### config.mk
export PLATFORM = sky130hd
export DESIGN_NAME = branch_predict_ctrl
export DESIGN_NICKNAME = d
export VERILOG_FILES = /design/src/rtl/branch_predict_ctrl.sv
export SDC_FILE = /design/constraint.sdc
export NUM_CORES = 2
export LEC_CHECK = 0
export CAP_MARGIN = 20
export CORE_UTILIZATION = 35
export CTS_CLUSTER_SIZE = 8
export DETAILED_ROUTE_END_ITERATION = 6
export PLACE_DENSITY_LB_ADDON = 0.25
export SLEW_MARGIN = 10
export SYNTH_ARGS = -nofsm -noshare
export SYNTH_HDL_FRONTEND = slang
export SYNTH_SLANG_ARGS = --single-unit
### constraint.sdc
create_clock -name clk -period 6.7 [get_ports clk]
set_clock_uncertainty 0.2 [all_clocks]
set_input_delay 1.34 -clock clk [delete_from_list [all_inputs] [get_ports clk]]
set_output_delay 1.34 -clock clk [all_outputs]
set_load 0.02 [all_outputs]
### src/rtl/branch_predict_ctrl.sv
// ---------------------------------------------------------------------------
// branch_predict_ctrl
//   Direct-mapped branch predictor (2-bit BHT + tagged BTB) with a small
//   RUN/REDIRECT controller that turns EX-stage mispredictions into a
//   registered PC redirect plus front-end flush, and keeps branch statistics.
//
// Ports
//   clk, rst_n              : clock, asynchronous active-low reset
//   if_pc                   : fetch PC to look up
//   pred_taken, pred_target : combinational prediction for if_pc
//   ex_valid, ex_pc, ex_target, ex_taken
//                           : conditional branch resolving in EX
//   ex_pred_taken, ex_pred_target
//                           : prediction that branch was fetched with
//   stall                   : pipeline freeze, holds a pending redirect
//   redirect, redirect_pc   : PC override toward the correct path
//   flush                   : flush IF/ID and ID/EX while redirecting
//   branch_cnt, mispred_cnt : saturating statistics counters
// ---------------------------------------------------------------------------
module branch_predict_ctrl #(
  parameter int IDX_W = 4,
  parameter int CNT_W = 16
) (
  input  logic             clk,
  input  logic             rst_n,
  input  logic [31:0]      if_pc,
  output logic             pred_taken,
  output logic [31:0]      pred_target,
  input  logic             ex_valid,
  input  logic [31:0]      ex_pc,
  input  logic [31:0]      ex_target,
  input  logic             ex_taken,
  input  logic             ex_pred_taken,
  input  logic [31:0]      ex_pred_target,
  input  logic             stall,
  output logic             redirect,
  output logic [31:0]      redirect_pc,
  output logic             flush,
  output logic [CNT_W-1:0] branch_cnt,
  output logic [CNT_W-1:0] mispred_cnt
);

  localparam int DEPTH = 1 << IDX_W;
  localparam int TAG_W = 30 - IDX_W;

  typedef enum logic [0:0] {
    RUN      = 1'b0,
    REDIRECT = 1'b1
  } state_t;

  state_t              r_state;
  state_t              w_state_nxt;

  logic [1:0]          r_bht        [DEPTH];
  logic [DEPTH-1:0]    r_btb_valid;
  logic [TAG_W-1:0]    r_btb_tag    [DEPTH];
  logic [31:0]         r_btb_target [DEPTH];

  logic [31:0]         r_redirect_pc;
  logic [CNT_W-1:0]    r_branch_cnt;
  logic [CNT_W-1:0]    r_mispred_cnt;

  logic [IDX_W-1:0]    w_if_idx;
  logic [TAG_W-1:0]    w_if_tag;
  logic [IDX_W-1:0]    w_ex_idx;
  logic [TAG_W-1:0]    w_ex_tag;
  logic                w_btb_hit;
  logic                w_accept;
  logic                w_mispred;
  logic                w_start_redirect;

  assign w_if_idx = if_pc[IDX_W+1:2];
  assign w_if_tag = if_pc[31:IDX_W+2];
  assign w_ex_idx = ex_pc[IDX_W+1:2];
  assign w_ex_tag = ex_pc[31:IDX_W+2];

  // Lookup reads the registered tables only, so a same-cycle write is not
  // visible until the following cycle.
  assign w_btb_hit   = r_btb_valid[w_if_idx] && (r_btb_tag[w_if_idx] == w_if_tag);
  assign pred_taken  = w_btb_hit && r_bht[w_if_idx][1];
  assign pred_target = w_btb_hit ? r_btb_target[w_if_idx] : (if_pc + 32'd4);

  // Branches resolving while a redirect is pending are on the wrong path.
  assign w_accept  = ex_valid && (r_state == RUN);
  assign w_mispred = (ex_taken != ex_pred_taken) ||
                     (ex_taken && ex_pred_taken && (ex_target != ex_pred_target));
  assign w_start_redirect = w_accept && w_mispred;

  assign redirect    = (r_state == REDIRECT);
  assign flush       = (r_state == REDIRECT);
  assign redirect_pc = r_redirect_pc;
  assign branch_cnt  = r_branch_cnt;
  assign mispred_cnt = r_mispred_cnt;

  // Controller next-state logic.
  always_comb begin
    w_state_nxt = r_state;
    case (r_state)
      RUN: begin
        if (w_start_redirect) begin
          w_state_nxt = REDIRECT;
        end else begin
          w_state_nxt = RUN;
        end
      end
      REDIRECT: begin
        if (!stall) begin
          w_state_nxt = RUN;
        end else begin
          w_state_nxt = REDIRECT;
        end
      end
      default: w_state_nxt = RUN;
    endcase
  end

  // Controller state register.
  always_ff @(posedge clk or negedge rst_n) begin
    if (!rst_n) begin
      r_state <= RUN;
    end else begin
      r_state <= w_state_nxt;
    end
  end

  // Correct-path PC captured when a mispredict is accepted; held otherwise.
  always_ff @(posedge clk or negedge rst_n) begin
    if (!rst_n) begin
      r_redirect_pc <= 32'd0;
    end else if (w_start_redirect) begin
      r_redirect_pc <= ex_taken ? ex_target : (ex_pc + 32'd4);
    end
  end

  // BHT/BTB training on accepted branches; not-taken leaves the BTB alone.
  always_ff @(posedge clk or negedge rst_n) begin
    if (!rst_n) begin
      for (int i = 0; i < DEPTH; i++) begin
        r_bht[i]        <= 2'b01;
        r_btb_tag[i]    <= '0;
        r_btb_target[i] <= 32'd0;
      end
      r_btb_valid <= '0;
    end else if (w_accept) begin
      if (ex_taken) begin
        if (r_bht[w_ex_idx] != 2'b11) begin
          r_bht[w_ex_idx] <= r_bht[w_ex_idx] + 2'b01;
        end
        r_btb_valid[w_ex_idx]  <= 1'b1;
        r_btb_tag[w_ex_idx]    <= w_ex_tag;
        r_btb_target[w_ex_idx] <= ex_target;
      end else begin
        if (r_bht[w_ex_idx] != 2'b00) begin
          r_bht[w_ex_idx] <= r_bht[w_ex_idx] - 2'b01;
        end
      end
    end
  end

  // Saturating statistics counters.
  always_ff @(posedge clk or negedge rst_n) begin
    if (!rst_n) begin
      r_branch_cnt  <= '0;
      r_mispred_cnt <= '0;
    end else begin
      if (w_accept && (r_branch_cnt != '1)) begin
        r_branch_cnt <= r_branch_cnt + CNT_W'(1);
      end
      if (w_start_redirect && (r_mispred_cnt != '1)) begin
        r_mispred_cnt <= r_mispred_cnt + CNT_W'(1);
      end
    end
  end

endmodule

# Word-level counts from Yosys, hierarchy flattened
# Index checks and enable logic that the tools add are counted.
# word_totals
ff_bits	1041
latchBits	0
ramBits	0
rom_bits	0
in_bits	134
out_inout_bits	99
word_cells	125
n_memories	0
# op_classes
add_sub_neg	6
mul	0
div	0
magnitude_cmp	6
eq_ne	7
shifts	0
mux	34
bitwise_logic	4
n_reduce_logical	15
# op_table
cell	count
bitwise mux 512 bit	1
bitwise mux 416 bit	1
two-way mux 32 bit	8
binary-select mux 32 bit (select 4 bit)	1
demux 32 bit (select 4 bit)	1
binary-select mux 26 bit (select 4 bit)	1
demux 26 bit (select 4 bit)	1
two-way mux 26 bit	3
adder 32 x 3 -> 32 bit (second input constant)	2
bitwise mux 32 bit	2
adder 16 x 1 -> 16 bit (second input constant)	2
inequality test 16 bit (second input constant)	2
inequality test 32 bit	1
== test 26 bit	1
binary-select mux 2 bit (select 4 bit)	2
bitwise OR 16 bit	1
greater-or-equal comparator 5 bit (second input constant)	2
logical AND 1 bit	10
< comparator 4 x 5 -> 1 bit (second input constant)	2
two-way mux 2 bit	5
NOT 4 -> 5 bit	2
demux 2 bit (select 4 bit)	1
< comparator 5 x 1 -> 1 bit (second input constant)	1
binary-select mux 1 bit (select 4 bit)	1
other kinds (14)	18

# Depth between registers and ports, before layout
# logic_depth
depth_word	8
mapped_depth	14
depth_no_buf	10

# Worst setup path before layout
# No wires, ideal clock.
# synth_path
path_kind	input-to-output
startpoint	in if_pc[2]
endpoint	out pred_target[22]
arrival_time_ps	4448
required_time_ps	5160
setup_slack_ps	712
path_stages	10
path_buffers	7
cell_sequence	buf_6 > buf_6 > buf_2 > buf_2 > buf_2 > buf_1 > buf_2 > mux4_4 > mux4_2 > mux2_4
# synth_between
elab_chain_len	7
elab_cells_between_ends	13
classes_between	add/sub: 1; eq/ne: 1; mux: 9; bitwise: 1; reduce/logical: 1
# synth_rtl
item	line_no	source
from (decl)	26	input logic [31:0] if_pc,
NOT 4 -> 5 bit (not written as such)	79, 81	
binary-select mux 26 bit (select 4 bit)	79	assign w_btb_hit = r_btb_valid[w_if_idx] && (r_btb_tag[w_if_idx] == w_if_tag);
two-way mux 26 bit (not written as such) (2 in series)	79	
== test 26 bit	79	
logical AND 1 bit	79	
two-way mux 32 bit *	81	assign pred_target = w_btb_hit ? r_btb_target[w_if_idx] : (if_pc + 32'd4);
to (decl)	28	output logic [31:0] pred_target,
# Every way passes the cells marked *; elsewhere a longest branch is shown, timed or not. The select of a mux whose other input is x is not followed.

# Worst setup path after layout
# layout_path
startpoint	in if_pc[2]
endpoint	out pred_target[26]
# The elaborated chain is that of the path after synthesis.

==> flow_summary_export.csv <==
group,metric,value,unit
logic_synthesis,synth.top_cells.by_count,"dfrtp_1 (1,025), mux2_2 (986), mux4_2 (165)",
drt,routed_wl,159,mm
finish,syn_to_final_growth,18.7,%
worst_hold_path,min_from,"r_btb_valid[5]",
floorplan,floorplan.rows,138,
timing,final.setup.tns,0,ps
timing,timing.hold.ws,264,ps
timing,rsz0062_at_grt,"no",
global_routing,grt_pass1_wl,231,mm
drt,drtIter0Drc,2589,
logic_synthesis,syn_inst,3373,
placement,io_buffers,232,
power,cellLeakagePower,27.3,nW
drt,drtPass1Iterations,5,
critical_path,crit_path_end_kind,"output pin",
global_routing,antenna_found_initial,9,
drt,viasPerCell,5.56,
logic_synthesis,synth.distinct_cells,76,
logic_synthesis,synthArstFlopShare,100,%
timing,drv_slew,0,
timing,fin_crit_sh,98.7,%
worst_hold_path,hold_depth,1,
logic_synthesis,avgSynthCellArea,14.9,um^2
drt,drt.antenna.violating_nets,0,
floorplan,io_pins,233,
logic_synthesis,syn_area,50100,um^2
floorplan,core,142000,um^2
logic_synthesis,synth_most_common_cell,"dfrtp_1",
critical_path,reg2reg_from,"flush",
logic_synthesis,synth_nets,3517,
placement,gp_congestion,0.906,
run_status,status,"completed",
clocking,ctsRootBufferMaster,"clkbuf_16",
worst_hold_path,hold_path_class,"reg -> reg",
drt,drc,0,
critical_path,crit_slowest_cell,"mux4_2",
logic_synthesis,yosys_register_bits,1041,
placement,dpl.hpwl,102,mm
floorplan,start_util,35.3,%
critical_path,crit_arrival,5080,ps
clocking,cts_made_buffers,148,
clocking,cts_sinks,1041,
critical_path,cp_common_cell,"buf_4",
drt,wl_per_cell,28.5,um
drt,via_count,30922,
logic_synthesis,synth_area_leaders,"dfrtp_1 (51%), mux2_2 (22%), mux4_2 (7.4%)",
logic_synthesis,synth_top_area_share,51.2,%
logic_synthesis,yosysWarnings,0,
worst_hold_path,hold_end,"r_btb_valid[5]",
global_routing,grt_pass1_vias,32150,
global_routing,grtUsageTotal,22.0,%
logic_synthesis,yosys_most_used_dff,"dfrtp_1",
finish,final_nets,3781,
critical_path,path_cells,"buf_8, buf_6, buf_4, mux4_2, a32oi_1, nor2_1, a2111oi_4, buf_4, or4b_4, nor4_4, buf_4, buf_12, buf_12, mux2_4, dlygate4sd2_1",
critical_path,critPathLaunchType,"input port",
logic_synthesis,synth_edf_count,0,
clocking,cts_hold_buf,0,
clocking,h-tree-depth,4,
critical_path,rrSetupSlack,3180,ps
power,irDropWorstVdd,0.205,mV
placement,dpl.cell_count,5371,
logic_synthesis,yosysSeqAreaShare,52.0,%
logic_synthesis,yosys.area.top_type,"dfrtp_1",
critical_path,required,5160,ps
timing,tightest_slew,1210,ps
job,max_cap_violations,0,
power,power_density,315,nW/um^2
global_routing,grt_overflow_total,0,
global_routing,grt_max_degree,166,
timing,fin_crit,6620,ps
critical_path,r2r_cells,6,
clocking,cts_buffer_depth,3,
finish,layout-drive-gt1-share,44.8,%
timing,relSlewSlack,19.1,%
critical_path,crit_path_max_fanout,10,
clocking,clkTransAtPathRegs,50,ps
clocking,clock_latency,760,ps
critical_path,cpLargestDelayFamily,"buffers and inverters",
floorplan,die_w,380,um
critical_path,crit_type,"in -> out",
clocking,cts_tree,"yes",
timing,final-setup-viol-count,0,
timing,timing.fmax,151,MHz
finish,finalNonFillerCells,5561,
critical_path,critPathBufInv,8,
critical_path,cpPeakStageDelay,560,ps
timing,hold_viol_final,0,
critical_path,rr_endpoint,"r_btb_tag[166]",
floorplan,die_area,145000,um^2
floorplan,die_y,380,um
## per-stage QoR
step	utilization (%)	cell area [um^2]	worst slack (ps)	total power, W
2_1_floorplan	-	50100	712	0.0105
5_1_grt	41.9	59500	9.56	0.0195
3_3_place_gp	39.0	55300	-261	0.0118
3_5_place_dp	39.0	55300	-308	0.0119
4_1_cts	41.9	59400	-28.7	0.0189
6_report	42.0	59500	84.9	0.0187
## sequential cells by signal, summed over array words and instances, names as in the netlist, named ones only
name,count
flush,1
branch_cnt,16
redirect_pc,32
r_bht,16
mispred_cnt,16
r_btb_valid,16
r_btb_tag,416
r_btb_target,512
## cell families after synthesis
group	Yosys count	share of synthesized area, %
mux	1334	36.7
flops	1041	52.0
simple gates	363	3.68
buf+inv	348	3.18
compound gates	146	1.86
xor+xnor	131	2.29
fa+ha+maj	10	0.250
## per-layer routing
layer  routed length (um)  vias to the layer above  global-route usage, %
met5                   45                        -                      0
met4                 3610                        8                   6.09
met3                12100                      218                   6.00
met2                70200                     1019                   32.5
met1                72600                    16726                   31.5
li1                     -                    12951                      -
## report_power, final
part	internal (W)	switching [W]
combinational	0.00201	0.00155
clock	0.00406	0.00281
sequential	0.00761	0.000679
total	0.0137	0.00503
## repair_timing
action / 4_1_cts / 5_1_grt
pin swaps: 2 / 2
gates resized for setup: 38 / 29
setup endpoints to repair: 25 / 24
hold endpoints to repair: 0 / 0
buffers inserted: 4 / 1
cloned: 0 / 0
## how the worst max path moves through the flow
stage / from / to / slack, ps / cells past startpoint
after detailed placement: if_pc[3] / pred_target[26] / -310 / 13
after global routing: if_pc[3] / pred_target[26] / 10 / 16
after CTS: if_pc[3] / pred_target[8] / -30 / 17
after global placement: if_pc[3] / pred_target[26] / -260 / 13
after floorplan: if_pc[2] / pred_target[22] / 710 / 10
final: if_pc[2] / pred_target[26] / 80 / 15
## worst reg2reg max path, cell delays in order, from the launching register on
cell,delay (ps)
dfrtp_1,420
nand3b_1,440
nor2b_1,730
nand2_4,320
buf_4,510
buf_4,470
mux2_2,300
## cell usage in the layout, fill, tap and decap left out, types with 20 or more instances in the layout
| cell | netlist | final |
|---|---|---|
| and3_1 | 24 | 24 |
| buf_12 | 1 | 33 |
| buf_4 | 10 | 173 |
| clkbuf_16 | 0 | 152 |
| clkdlybuf4s50_1 | 0 | 193 |
| dfrtp_1 | 1025 | 1025 |
| inv_1 | 22 | 22 |
| mux2_2 | 986 | 986 |
| mux2_4 | 28 | 28 |
| mux2i_1 | 56 | 54 |
| mux4_1 | 84 | 83 |
| mux4_2 | 165 | 166 |
| nand2_1 | 119 | 104 |
| nand2b_1 | 25 | 25 |
| nand3_1 | 56 | 56 |
| nand4_1 | 20 | 20 |
| nor2_1 | 40 | 39 |
| nor3_1 | 20 | 20 |
| o21ai_0 | 62 | 62 |
| xnor2_1 | 62 | 62 |
| xor2_1 | 69 | 69 |
## final cells by class
cell class                 instances  area (um^2)
fill                           12984        82300
sequential                      1041        26100
multi-input combinational       1984        22600
timing repair buffer             438         4230
clock buffer                     169         3880
tap                             1890         2360
clock inverter                    12          231
inverter                          24         92.6
antenna                            3         7.51
No activity file was read; power rests on OpenSTA's default activity.
==> edit, RTL diff (same settings) <==
Reset style: synchronous (`rst_n`), changed in 4 clocked blocks. Comments in the files are not updated.
--- a/src/rtl/branch_predict_ctrl.sv
+++ b/src/rtl/branch_predict_ctrl.sv
@@ -115,7 +115,7 @@
   end
 
   // Controller state register.
-  always_ff @(posedge clk or negedge rst_n) begin
+  always_ff @(posedge clk) begin
     if (!rst_n) begin
       r_state <= RUN;
     end else begin
@@ -124,7 +124,7 @@
   end
 
   // Correct-path PC captured when a mispredict is accepted; held otherwise.
-  always_ff @(posedge clk or negedge rst_n) begin
+  always_ff @(posedge clk) begin
     if (!rst_n) begin
       r_redirect_pc <= 32'd0;
     end else if (w_start_redirect) begin
@@ -133,7 +133,7 @@
   end
 
   // BHT/BTB training on accepted branches; not-taken leaves the BTB alone.
-  always_ff @(posedge clk or negedge rst_n) begin
+  always_ff @(posedge clk) begin
     if (!rst_n) begin
       for (int i = 0; i < DEPTH; i++) begin
         r_bht[i]        <= 2'b01;
@@ -158,7 +158,7 @@
   end
 
   // Saturating statistics counters.
-  always_ff @(posedge clk or negedge rst_n) begin
+  always_ff @(posedge clk) begin
     if (!rst_n) begin
       r_branch_cnt  <= '0;
       r_mispred_cnt <= '0;
Function: not settled (the Yosys comparison gave no result); the edit may change what the design does.
==> edit against the original RTL <==
Setup slack better by 0.044 ns. Cell area shrank 0.52%. Via count grew 0.31%. Sequential cell count did not move. Synthesized area is 0.21% lower. Register-to-register slack got worse by 0.16 ns. Routed wire length grew 10%. Sequential share of layout area rose by 7.6 points. Critical path type unchanged.
Power is not compared: it rests on default switching activity, and its combinational part moved more than twofold at a synthesized area within 25%.
==> edit: results (changes against the original RTL) <==
outcome=finished clean; total gr overflow=0 (unchanged); RR Startpoint=r_bht[7][0]$_SDFFCE_PN1P_; Net Count, Synth=3,610 (+2.6%); Critical Path Source=if_pc[3]; Fill cells=12,900 (-0.75%); WL final=175,000 µm (+10%); Worst R2R Path Depth=7 (+1); top cells by count, synth=960 x edfxtp_1, 922 x and2_1, 259 x mux4_2; first-pass GRT wire length=244,000 µm (+5.4%); fin crit period=6.57 ns (-0.0437 ns); GP Congestion=0.943 (+4.1%); max incr delay on CP=0.53 ns (-0.03 ns); synth warn=0 (unchanged); reg-to-reg endpoint=r_bht[8][0]$_SDFFCE_PN1P_; FFs w/ async S/R, synth=0 (-1.00); DP HPWL=104,000 µm (+2.7%); DP Area=54,900 µm² (-0.60%); Rel. slew slack=0.257 (+0.0660); initial antenna violation count=17 (+8); Worst R2R Setup Slack=3.02 ns (-0.16 ns); Post-synth EDFFs=960 (+960); Post-CTS Setup Inserts=0 (-4); CP max-delay cell=clkdlybuf4s50_1; worst skew pair latency=0.76 ns (about the same); Vias=31,000 (+0.31%); Cell variety after synth=73 (-3.9%); # resized after CTS=0 (-100%); WP data arrival=5.03 ns (-0.05 ns); DR vias/cell=5.51 (-0.95%); Initial Utilization=0.353 (about the same); Cells after Synth=3,468 (+2.8%); largest cells by area after synthesis=edfxtp_1 58%, mux4_2 12%, and2_1 12%, dfxtp_1 3.2%, clkbuf_1 1.9%; 1st-iter DRT viols=3,944 (+52%); post-place setup slack=0.176 ns (+0.484 ns); Final #Nets=3,808 (+0.71%); Placed Cells=5,406 (+0.65%); largest net degree at the start of global routing=62 (-63%); CP Max Fanout=35 (+25); post-synthesis sequential area ratio=0.609 (+0.0887); GRT Overall Usage=0.240 (+0.0202); share of layout cells above drive strength 1=0.180 (-0.268)
-- edit: cell types whose count changed after synthesis, moves of 89 or more --
cell      before  now
and2_1         3  922
buf_1        105   15
clkbuf_1     162  251
dfrtp_1     1025    0
edfxtp_1       0  960
mux2_2       986    3
mux4_2       165  259
-- edit: routing by layer --
| metal | track usage | up-vias | wire length [µm] |
|---|---|---|---|
| met2 | 0.386 | 1415 | 83000 |
| li1 | - | 13100 | - |
| met3 | 0.0399 | 281 | 12300 |
| met5 | 0 | - | 18 |
| met4 | 0.0790 | 4 | 5490 |
| met1 | 0.330 | 16200 | 73900 |
-- edit: logic make-up (layout without fill, tap and decap cells) --
family,count (synthesis),in the layout,synth area share
compound gates,179,179,0.0226
buf+inv,362,632,0.0335
xor+xnor,127,127,0.0223
other cells,0,4,0
mux,397,397,0.153
flops,1041,1041,0.609
simple gates,1354,1354,0.158
fa+ha+maj,8,8,0.00200
-- edit: power breakdown --
part           switching (mW)  internal, mW
Sequential             0.0870          7.35
Combinational           0.930         0.578
Clock                    2.87          4.10
-- edit: layout make-up --
class,instances,area (µm²),area share
Sequential cell,1041,30400,0.515
Multi-Input combinational cell,2065,18200,0.308
Clock buffer,207,3980,0.0672
Timing Repair Buffer,388,3840,0.0650
Tap cell,1890,2360,0.0400
Clock inverter,15,236,0.00400
Inverter,22,85.1,0.00144
Antenna cell,4,10.0,0.000169
-- edit: worst min-delay path by stage --
stage / depth (start not counted) / slack (ns) / endpoint / startpoint
5_1_grt: 1 / 0.26 / r_btb_valid[14]$_SDFFE_PN0P_ / r_btb_valid[14]$_SDFFE_PN0P_
6_report: 1 / 0.25 / r_btb_valid[14]$_SDFFE_PN0P_ / r_btb_valid[14]$_SDFFE_PN0P_
2_1_floorplan: 1 / 0.22 / r_btb_valid[14]$_SDFFE_PN0P_ / r_btb_valid[14]$_SDFFE_PN0P_
4_1_cts: 1 / 0.25 / r_btb_valid[14]$_SDFFE_PN0P_ / r_btb_valid[14]$_SDFFE_PN0P_
3_5_place_dp: 1 / 0.23 / r_btb_valid[14]$_SDFFE_PN0P_ / r_btb_valid[14]$_SDFFE_PN0P_
3_3_place_gp: 1 / 0.23 / r_btb_valid[14]$_SDFFE_PN0P_ / r_btb_valid[14]$_SDFFE_PN0P_
-- edit: worst max-delay path, delay by kind of cell --
kind | cells | cell delay (ns)
simple gates | 3 | 0.29
mux | 3 | 1.26
compound gates | 2 | 0.52
buf+inv | 5 | 1.53
-- edit: per-stage QoR --
stage | total power, mW | hold slack (ns)
after detailed placement | 9.06 | 0.235
after global routing | 16.3 | 0.257
after CTS | 16.0 | 0.246
after floorplan | 8.36 | 0.221
after global placement | 9.06 | 0.229
final | 15.9 | 0.249
